**config.mk**
```make
export PLATFORM = sky130hd
export DESIGN_NAME = binarization_output_decoder
export DESIGN_NICKNAME = d
export VERILOG_FILES = /design/src/rtl/binarization_pkg.sv /design/src/rtl/binarization_output_decoder_lane.sv /design/src/rtl/binarization_output_decoder.sv
export SDC_FILE = /design/constraint.sdc
export NUM_CORES = 1
export LEC_CHECK = 0
export CAP_MARGIN = 20
export CELL_PAD_IN_SITES_DETAIL_PLACEMENT = 0
export CELL_PAD_IN_SITES_GLOBAL_PLACEMENT = 1
export CORE_MARGIN = 4
export CORE_UTILIZATION = 39
export DETAILED_ROUTE_END_ITERATION = 7
export PLACE_DENSITY_LB_ADDON = 0.1
export SLEW_MARGIN = 25
export SYNTH_ARGS = -nofsm -noshare
export SYNTH_HDL_FRONTEND = slang
export SYNTH_SLANG_ARGS = --single-unit
```
**constraint.sdc**
```tcl
create_clock -name clk -period 6 [get_ports clk]
set_clock_uncertainty 0.1 [all_clocks]
set_input_delay 1.8 -clock clk [delete_from_list [all_inputs] [get_ports clk]]
set_output_delay 1.8 -clock clk [all_outputs]
set_load 0.05 [all_outputs]
```
**src/rtl/binarization_pkg.sv**
```systemverilog
// Shared constants, types and decode helpers for the thermometer-to-pixel output decoder.
package binarization_pkg;

    localparam int PARAM_IN_CNT = 784;
    localparam int PARAM_IN_BIT = 2;
    localparam int PARAM_CH_CNT = 2 ** PARAM_IN_BIT;
    localparam int PARAM_LANES  = 16;
    localparam int BEATS        = PARAM_IN_CNT / PARAM_LANES;
    localparam int ONES_W       = $clog2(PARAM_CH_CNT + 1);
    localparam int CNT_W        = $clog2(BEATS);

    typedef logic [PARAM_CH_CNT-1:0]        thermo_t;
    typedef logic signed [PARAM_IN_BIT-1:0] pix_t;
    typedef logic [ONES_W-1:0]              ones_t;
    typedef logic [PARAM_IN_BIT:0]          wide_t;
    typedef logic [CNT_W-1:0]               cnt_t;

    function automatic ones_t popcount(input thermo_t code);
        ones_t n;
        n = '0;
        for (int i = 0; i < PARAM_CH_CNT; i++) begin
            n = n + ones_t'(code[i]);
        end
        return n;
    endfunction

    // Legal codes are ones packed from bit 0 with at least one zero left over.
    function automatic bit is_thermo(input thermo_t code);
        bit seen_zero;
        bit ok;
        seen_zero = 1'b0;
        ok        = 1'b1;
        for (int i = 0; i < PARAM_CH_CNT; i++) begin
            if (code[i]) begin
                if (seen_zero) begin
                    ok = 1'b0;
                end else begin
                    ok = ok;
                end
            end else begin
                seen_zero = 1'b1;
            end
        end
        return ok && seen_zero;
    endfunction

    function automatic pix_t ones_to_pix(input ones_t ones);
        wide_t w;
        if (ones == ones_t'(PARAM_CH_CNT)) begin
            w = wide_t'(PARAM_CH_CNT / 2 - 1);
        end else begin
            w = wide_t'(ones) - wide_t'(PARAM_CH_CNT / 2);
        end
        return pix_t'(w);
    endfunction

endpackage

```
**src/rtl/binarization_output_decoder_lane.sv**
```systemverilog
// One-lane combinational thermometer decode: popcount plus legality flag.
module thermo_lane_decode
    import binarization_pkg::*;
(
    input  thermo_t code,
    output ones_t   ones,
    output logic    legal
);

    assign ones  = popcount(code);
    assign legal = is_thermo(code);

endmodule

```
**src/rtl/binarization_output_decoder.sv**
```systemverilog
// Two-stage valid/ready pipeline decoding thermometer-coded lanes into signed pixels,
// with per-frame beat counting and a sticky frame-error flag.
module binarization_output_decoder
    import binarization_pkg::*;
(
    input  logic                                      clk,
    input  logic                                      rst,
    input  logic                                      in_valid,
    output logic                                      in_ready,
    input  logic [PARAM_LANES-1:0][PARAM_CH_CNT-1:0]  in_data,
    output logic                                      out_valid,
    input  logic                                      out_ready,
    output logic [PARAM_LANES-1:0][PARAM_IN_BIT-1:0]  out_data,
    output logic [PARAM_LANES-1:0]                    out_err,
    output logic                                      out_last,
    output logic                                      frame_err
);

    logic [PARAM_LANES-1:0][ONES_W-1:0]       lane_ones_s;
    logic [PARAM_LANES-1:0]                   lane_legal_s;
    logic [PARAM_LANES-1:0][ONES_W-1:0]       ones_r;
    logic [PARAM_LANES-1:0]                   legal_r;
    logic                                     last1_r;
    logic                                     v1_r;
    logic [PARAM_LANES-1:0][PARAM_IN_BIT-1:0] out_data_r;
    logic [PARAM_LANES-1:0]                   out_err_r;
    logic                                     out_last_r;
    logic                                     frame_err_r;
    logic                                     v2_r;
    logic                                     sticky_r;
    cnt_t                                     cnt_r;
    logic [PARAM_LANES-1:0][PARAM_IN_BIT-1:0] pix_nxt_s;
    logic [PARAM_LANES-1:0]                   err_nxt_s;
    logic                                     sticky_nxt_s;
    logic                                     load1_s;
    logic                                     load2_s;
    logic                                     in_fire_s;
    logic                                     out_fire_s;

    for (genvar g = 0; g < PARAM_LANES; g++) begin : g_lane
        thermo_lane_decode u_dec (
            .code  (in_data[g]),
            .ones  (lane_ones_s[g]),
            .legal (lane_legal_s[g])
        );
    end

    // A stage loads when it is empty or its successor is draining.
    assign load2_s    = !v2_r || out_ready;
    assign load1_s    = !v1_r || load2_s;
    assign in_fire_s  = in_valid && load1_s;
    assign out_fire_s = v2_r && out_ready;

    assign in_ready  = load1_s;
    assign out_valid = v2_r;
    assign out_data  = out_data_r;
    assign out_err   = out_err_r;
    assign out_last  = out_last_r;
    assign frame_err = frame_err_r;

    // Beat position within the frame, wrapping at the last beat.
    always_ff @(posedge clk or posedge rst) begin
        if (rst) begin
            cnt_r <= '0;
        end else if (in_fire_s) begin
            cnt_r <= (cnt_r == cnt_t'(BEATS - 1)) ? '0 : cnt_r + cnt_t'(1);
        end
    end

    // Stage 1: popcount, contiguity and last tag.
    always_ff @(posedge clk or posedge rst) begin
        if (rst) begin
            v1_r    <= 1'b0;
            ones_r  <= '0;
            legal_r <= '0;
            last1_r <= 1'b0;
        end else if (load1_s) begin
            v1_r <= in_valid;
            if (in_valid) begin
                ones_r  <= lane_ones_s;
                legal_r <= lane_legal_s;
                last1_r <= (cnt_r == cnt_t'(BEATS - 1));
            end
        end
    end

    // Stage 2 next values; the sticky clear on the last handshake wins over any set.
    always_comb begin
        sticky_nxt_s = sticky_r;
        pix_nxt_s    = '0;
        err_nxt_s    = ~legal_r;
        if (out_fire_s && out_last_r) begin
            sticky_nxt_s = 1'b0;
        end else if (out_fire_s) begin
            sticky_nxt_s = sticky_r | (|out_err_r);
        end else begin
            sticky_nxt_s = sticky_r;
        end
        for (int l = 0; l < PARAM_LANES; l++) begin
            pix_nxt_s[l] = ones_to_pix(ones_r[l]);
        end
    end

    // Stage 2: decoded value, error flags, last and frame error.
    always_ff @(posedge clk or posedge rst) begin
        if (rst) begin
            v2_r        <= 1'b0;
            out_data_r  <= '0;
            out_err_r   <= '0;
            out_last_r  <= 1'b0;
            frame_err_r <= 1'b0;
        end else if (load2_s) begin
            v2_r <= v1_r;
            if (v1_r) begin
                out_data_r  <= pix_nxt_s;
                out_err_r   <= err_nxt_s;
                out_last_r  <= last1_r;
                frame_err_r <= sticky_nxt_s | (|err_nxt_s);
            end
        end
    end

    // Sticky OR of lane errors over the frame's already-delivered beats.
    always_ff @(posedge clk or posedge rst) begin
        if (rst) begin
            sticky_r <= 1'b0;
        end else begin
            sticky_r <= sticky_nxt_s;
        end
    end

endmodule
```
==> out/metrics.csv, run 1 <==
stage;metric;value;unit
outcome;run status;finished clean;
pwr;combinational fraction of design power;28.0;%
sta;setup TNS;0;ns
pwr;total power;2990;uW
finish;Layout fillers;1360;
logic_synthesis;synthesized flop and latch total;124;
pwr;leakage;0.00346;uW
finish;FF/Latch Area;0.00310;mm^2
sta;f_max;192;MHz
sta;final setup fails;0;
clocking;CTS sink count;124;
worst_setup_path;Worst setup startpoint;out_ready;
sta;final slew viol count;0;
floorplanning;Core Rows;44;
sta;worst slew pin tran;0.897;ns
logic_synthesis;Async SR Flop Fraction;100;%
place;GPL Wtd Cong;0.775;
worst_setup_path;slowest CP cell;clkdlybuf4s50_1;
clocking;cts bufs inserted;17;
sta;final setup margin;0.801;ns
pwr;VDD IR-drop max;0.000190;V
logic_synthesis;part of the Yosys area used for sequential elements;53.6;%
pwr;Sw Share;33.7;%
logic_synthesis;Synth Cell Area;0.00579;mm^2
routing;Starting DRT DRC Count;203;
floorplanning;Initial Utilization;39.8;%
logic_synthesis;ys flop type;dfrtp_1;
finish;post-synthesis to final-layout area growth;33.3;%
sta;final hold vios;0;
global_route;global route overflow;0;
worst_setup_path;Critical Path Start Type;input port;
worst_setup_path;reg2reg end;ones_r[26]$_DFFE_PP0P_;
clocking;Clock Latency Late Sink;0.41;ns
clocking;H-tree Lvls;4;
clocking;CTS tree;yes;
finish;Post-Layout Cell Count;899;
pwr;Clk pwr share;34.8;%
worst_setup_path;CP max stage delay;0.81;ns
finish;Final #Nets;822;
worst_setup_path;Setup CP Type;in2out;
floorplanning;Boundary Pins;120;
clocking;PostCTS Resize Cnt;0;
global_route;met3 Use GR;5.32;%
pwr;Flop pwr share;37.2;%
clocking;CTS max path bufs;2;
global_route;GR Layer Usage met2;26.7;%
global_route;first-pass GRT wire length;22.6;mm
logic_synthesis;Syn Inst Count;589;
pwr;PD cells;388;mW/mm^2
finish;share of layout cells above drive strength 1;5.17;%
worst_setup_path;Worst Setup End Kind;primary output;
finish;Multi-input gate area;0.00243;mm^2
logic_synthesis;Yosys warning count;0;
place;PortBufs;119;
flow_run;Max-cap violations;0;
worst_setup_path;Reg2Reg Setup Slack;3.73;ns
logic_synthesis;Synth Area per Inst;9.83;um^2
routing;# DRC;0;
floorplanning;core footprint;0.0145;mm^2
routing;number of vias per cell;4.91;
sta;RSZ-0062 raised after global routing;no;
worst_hold_path;hold crit path type;reg2reg;
clocking;Reg clk slew, reported paths;0.05;ns
floorplanning;Die Y-Extent;130;um
global_route;GRT met1 Usage;22.9;%
routing;wire length per cell;14.9;um
pwr;Int Pwr;1980;uW
worst_setup_path;Levels on crit path;3;
worst_setup_path;cells along the critical path;clkdlybuf4s50_1, nand3b_4, clkdlybuf4s50_1;
clocking;Hold-fix buffers, CTS;0;
worst_setup_path;Worst Path Buf+Inv;2;
logic_synthesis;Post-synth EDFFs;0;
routing;drt pass-1 iters;4;
pwr;Net Switching;1010;uW
worst_setup_path;FF-to-FF path depth;5;
worst_setup_path;Critical R2R Launch;v1_r$_DFFE_PP0N_;
worst_setup_path;worst-path fanout max;4;
worst_setup_path;worst path required time;4.10;ns
sta;Hold WS;0.377;ns
routing;Routed WL;13.4;mm
place;DP Cell Count;869;
routing;via count;4411;
worst_setup_path;most used cell, CP;clkdlybuf4s50_1;
worst_setup_path;Setup crit end;in_ready;
logic_synthesis;Synth cell types;28;
clocking;post-CTS setup buffers;0;
sta;minimum clock period after layout;5.20;ns
global_route;largest net degree at the start of global routing;97;
place;dpl ws;0.813;ns
sta;period utilisation layout;86.7;%
global_route;gr busiest metal;met2;
finish;antenna fix cells;0;
place;Detailed Place HPWL;9.50;mm
routing;ANT nets after route;0;
sta;Rel. slew slack;40.2;%
global_route;antenna violations before repair;0;
floorplanning;die area;0.0169;mm^2
global_route;vias in the first global route;4494;
logic_synthesis;Post-Syn Nets;707;
global_route;Total GRT Usage;17.2;%
floorplanning;Die Width;130;um
clocking;Root Buffer;clkbuf_16;
worst_setup_path;Arrival @ worst endpoint;3.30;ns
worst_setup_path;kind of cell adding the most delay to the critical path;buffers and inverters;
[through the flow]
step / instance area [um^2] / utilization [%]
floorplan: 5790 / -
global placement: 7120 / 49.0
detailed placement: 7120 / 49.0
CTS: 7710 / 53.1
global route: 7720 / 53.1
finish: 7720 / 53.1
[registers in the layout, summed over array words and instances (netlist names), 6 cells and up]
signal and flops:
ones_r 48, cnt_r 6, out_err 16, out_data 32
legal_r 16
[per-layer routing]
layer | routed length, um | vias up
met5 | 0 | -
met4 | 274 | 0
met3 | 756 | 20
met2 | 6190 | 103
met1 | 6220 | 2082
li1 | - | 2206
[worst min path at each step]
stage,from,to,slack (ns),cells past startpoint
after floorplan,cnt_r[5]$_DFFE_PP0P_,cnt_r[5]$_DFFE_PP0P_,0.33,1
after global placement,cnt_r[5]$_DFFE_PP0P_,cnt_r[5]$_DFFE_PP0P_,0.35,1
after detailed placement,cnt_r[5]$_DFFE_PP0P_,cnt_r[5]$_DFFE_PP0P_,0.37,1
after CTS,cnt_r[5]$_DFFE_PP0P_,cnt_r[5]$_DFFE_PP0P_,0.38,1
after global routing,cnt_r[5]$_DFFE_PP0P_,cnt_r[5]$_DFFE_PP0P_,0.40,1
final,out_data[2]$_DFFE_PP0P_,out_data[2]$_DFFE_PP0P_,0.38,2
[cell type report]
class / count / area share [%]
Clock buffer: 22 / 6.27
Multi-Input combinational cell: 404 / 31.5
Clock inverter: 8 / 1.49
Inverter: 36 / 1.78
Tap cell: 184 / 2.98
Timing Repair Buffer: 121 / 15.8
Sequential cell: 124 / 40.2
[power by group through the flow]
stage | sequential, uW | combinational [uW] | clock, uW
after CTS | 1120 | 850 | 1060
after floorplan | 1380 | 264 | 0
final | 1110 | 838 | 1040
after detailed placement | 1130 | 846 | 0
after global routing | 1140 | 920 | 1100
after global placement | 1120 | 836 | 0
[Yosys cell counts (3+ instances only)]
master    instances  area share [%]
nor2_1           19             1.2
nand2_1         155              10
a21oi_1          33             2.9
fa_1             16             5.5
buf_6             4            0.78
o31ai_1          16             2.1
clkbuf_1         10            0.65
o21ai_1          40             3.5
dfrtp_1         124              54
and2_1            4            0.43
inv_1            36             2.3
nand2b_1          3            0.32
nor4_1            4            0.43
ha_1             34             7.3
nand4_1           6            0.65
o21ai_0          63             5.4
buf_2            10            0.86
[placed cells by master (no fill, tap or decap)]
cell	instances
clkinv_2	5
bufinv_16	3
inv_4	1
mux2_1	1
fa_1	16
clkbuf_8	4
o41a_1	1
and2_2	1
nand2b_1	3
dfrtp_1	124
nor2_1	19
xnor2_1	1
and4_1	1
buf_12	1
nand4_1	6
or3_1	1
and2_1	3
o31ai_1	16
mux2_2	1
clkbuf_1	1
buf_4	1
clkbuf_16	17
nor4_1	4
o22a_1	1
inv_1	35
ha_1	34
nand3b_4	1
o21ai_0	63
nand2_4	2
and4bb_1	1
a21oi_1	33
nand2_1	153
nand3_1	2
clkdlybuf4s50_1	119
o21ai_1	40
[cells by family after synthesis]
kind of cell | share of synthesized area, %
AOI/OAI and AO/OA | 14.2
xor gates and xnor gates | 0.151
adders and majority gates | 12.9
buffers and inverters | 4.69
DFF | 53.6
muxes | 0.389
and+or+nand+nor | 14.1
[tightest hold or removal path, cell delays in order, from the launching register on]
cell and delay, ns:
dfrtp_1 0.34, nand2_1 0.04, o21ai_0 0.06
Note: power is estimated with default switching activity, not from simulation.
==> run 2: changes to the inputs <==
--- a/config.mk
+++ b/config.mk
@@ -11,7 +11,7 @@
 export CORE_MARGIN = 4
 export CORE_UTILIZATION = 39
 export DETAILED_ROUTE_END_ITERATION = 7
-export PLACE_DENSITY_LB_ADDON = 0.1
+export PLACE_DENSITY = 0.86
 export SLEW_MARGIN = 25
 export SYNTH_ARGS = -nofsm -noshare
 export SYNTH_HDL_FRONTEND = slang
==> run 2 against run 1 <==
- flip-flop and latch count unchanged
- first-iteration DRC count down 0.99%
- critical path type unchanged
- critical endpoint unchanged
- global-route usage down 0.43 points
- sequential share of layout area about the same
- via count up 1.4%
- combinational power down 1%
- worst setup slack better by 0.026 ns
- maximum frequency up 0.50%
- sequential power about the same
- final area about the same
- clock-buffer cell count up 3
==> out/metrics.csv, run 2 (synthesized netlist as in run 1, its figures left out) <==
stage;metric;value;unit
sta;final setup margin;0.827;ns
finish;register bank with the most flops;ones_r;
floorplanning;Initial Utilization;39.8;%
clocking;Root Buffer;clkbuf_16;
routing;# DRC;0;
routing;Starting DRT DRC Count;201;
routing;Routed WL;13.3;mm
sta;final hold vios;0;
pwr;VDD IR-drop max;0.000205;V
routing;wire length per cell;14.7;um
place;GPL Wtd Cong;0.803;
global_route;Total GRT Usage;16.8;%
finish;antenna fix cells;0;
sta;worst slew pin tran;0.885;ns
worst_hold_path;hold crit path type;reg2reg;
worst_setup_path;worst-path fanout max;4;
floorplanning;Die Width;130;um
floorplanning;Core Rows;44;
finish;post-synthesis to final-layout area growth;33.4;%
sta;f_max;193;MHz
global_route;vias in the first global route;4623;
routing;via count;4474;
outcome;run status;finished clean;
finish;share of layout cells above drive strength 1;5.15;%
clocking;cts bufs inserted;17;
clocking;H-tree Lvls;4;
routing;number of vias per cell;4.96;
sta;minimum clock period after layout;5.17;ns
flow_run;Max-cap violations;0;
finish;commonest non-fill, non-tap cell in the layout;nand2_1;
place;Detailed Place HPWL;9.52;mm
clocking;CTS tree;yes;
worst_setup_path;Arrival @ worst endpoint;3.27;ns
worst_setup_path;Reg2Reg Setup Slack;3.80;ns
floorplanning;die area;0.0169;mm^2
worst_setup_path;Setup CP Type;in2out;
global_route;antenna violations before repair;0;
clocking;PostCTS Resize Cnt;0;
global_route;first-pass GRT wire length;22.1;mm
worst_setup_path;Critical Path Start Type;input port;
floorplanning;Boundary Pins;120;
worst_setup_path;Worst Setup End Kind;primary output;
global_route;largest net degree at the start of global routing;97;
global_route;global route overflow;0;
sta;final setup fails;0;
routing;drt pass-1 iters;4;
worst_setup_path;worst path required time;4.10;ns
finish;commonest cells after routing, fill and taps aside;nand2_1 (153), dfrtp_1 (124), clkdlybuf4s50_1 (119);
floorplanning;Die Y-Extent;130;um
place;dpl ws;0.831;ns
pwr;PD cells;388;mW/mm^2
clocking;Reg clk slew, reported paths;0.05;ns
clocking;Hold-fix buffers, CTS;0;
finish;max reg flops;48;
place;PortBufs;119;
clocking;Clock Latency Late Sink;0.41;ns
finish;Final #Nets;823;
finish;Final Util;53.1;%
finish;Layout fillers;1326;
floorplanning;core footprint;0.0145;mm^2
sta;setup TNS;0;ns
routing;ANT nets after route;0;
sta;period utilisation layout;86.2;%
sta;Rel. slew slack;41.0;%
clocking;CTS sink count;124;
sta;RSZ-0062 raised after global routing;no;
clocking;post-CTS setup buffers;0;
clocking;CTS max path bufs;2;
sta;final slew viol count;0;
pwr;leakage;0.00346;uW
## run 2: area by class of cell
cell class / instances / area [um^2] / share of cell area, %
Clock buffer: 25 / 495 / 6.42
Clock inverter: 7 / 110 / 1.43
Inverter: 36 / 138 / 1.78
Multi-Input combinational cell: 404 / 2430 / 31.5
Sequential cell: 124 / 3100 / 40.2
Tap cell: 184 / 230 / 2.98
Timing Repair Buffer: 122 / 1210 / 15.7
## run 2: worst max-delay path, cell delays in order
cell             delay [ns]
clkdlybuf4s50_1        0.50
nand3b_4               0.17
clkdlybuf4s50_1        0.81
## run 2: final timing paths
path / from / to / cells after the start
max: out_ready / in_ready / 3
min: cnt_r[5]$_DFFE_PP0P_ / cnt_r[5]$_DFFE_PP0P_ / 1
max reg2reg: v1_r$_DFFE_PP0N_ / ones_r[31]$_DFFE_PP0P_ / 5
min reg2reg: cnt_r[5]$_DFFE_PP0P_ / cnt_r[5]$_DFFE_PP0P_ / 1
max in group asynchronous: rst / out_data[10]$_DFFE_PP0P_ / 3
min in group asynchronous: rst / out_data[15]$_DFFE_PP0P_ / 2
## run 2: power breakdown
group | switching (uW) | leakage [uW] | total, uW | internal [uW]
Combinational | 535 | 0.00164 | 830 | 294
Clock | 347 | 0.000301 | 1040 | 694
Sequential | 120 | 0.00153 | 1120 | 1000
Total | 1000 | 0.00346 | 2990 | 1990
## run 2: metrics by stage
| step | instance area (um^2) | cells | power (uW) | hold WS (ns) |
|---|---|---|---|---|
| final | 7720 | 902 | 2990 | 0.359 |
| after global routing | 7720 | 902 | 3150 | 0.402 |
| after detailed placement | 7110 | 870 | 1970 | 0.359 |
| after global placement | 7110 | 870 | 1950 | 0.352 |
| after CTS | 7720 | 902 | 3020 | 0.369 |
| after floorplan | 5790 | 589 | 1650 | 0.331 |
## run 2: metal layers
metal  global-route usage, %  wire, um  up-vias
met5                       0         0        -
met3                    4.18       793       17
met2                    26.5      6030      114
met4                    6.30       228        0
li1                        -         -     2212
met1                    22.4      6200     2131
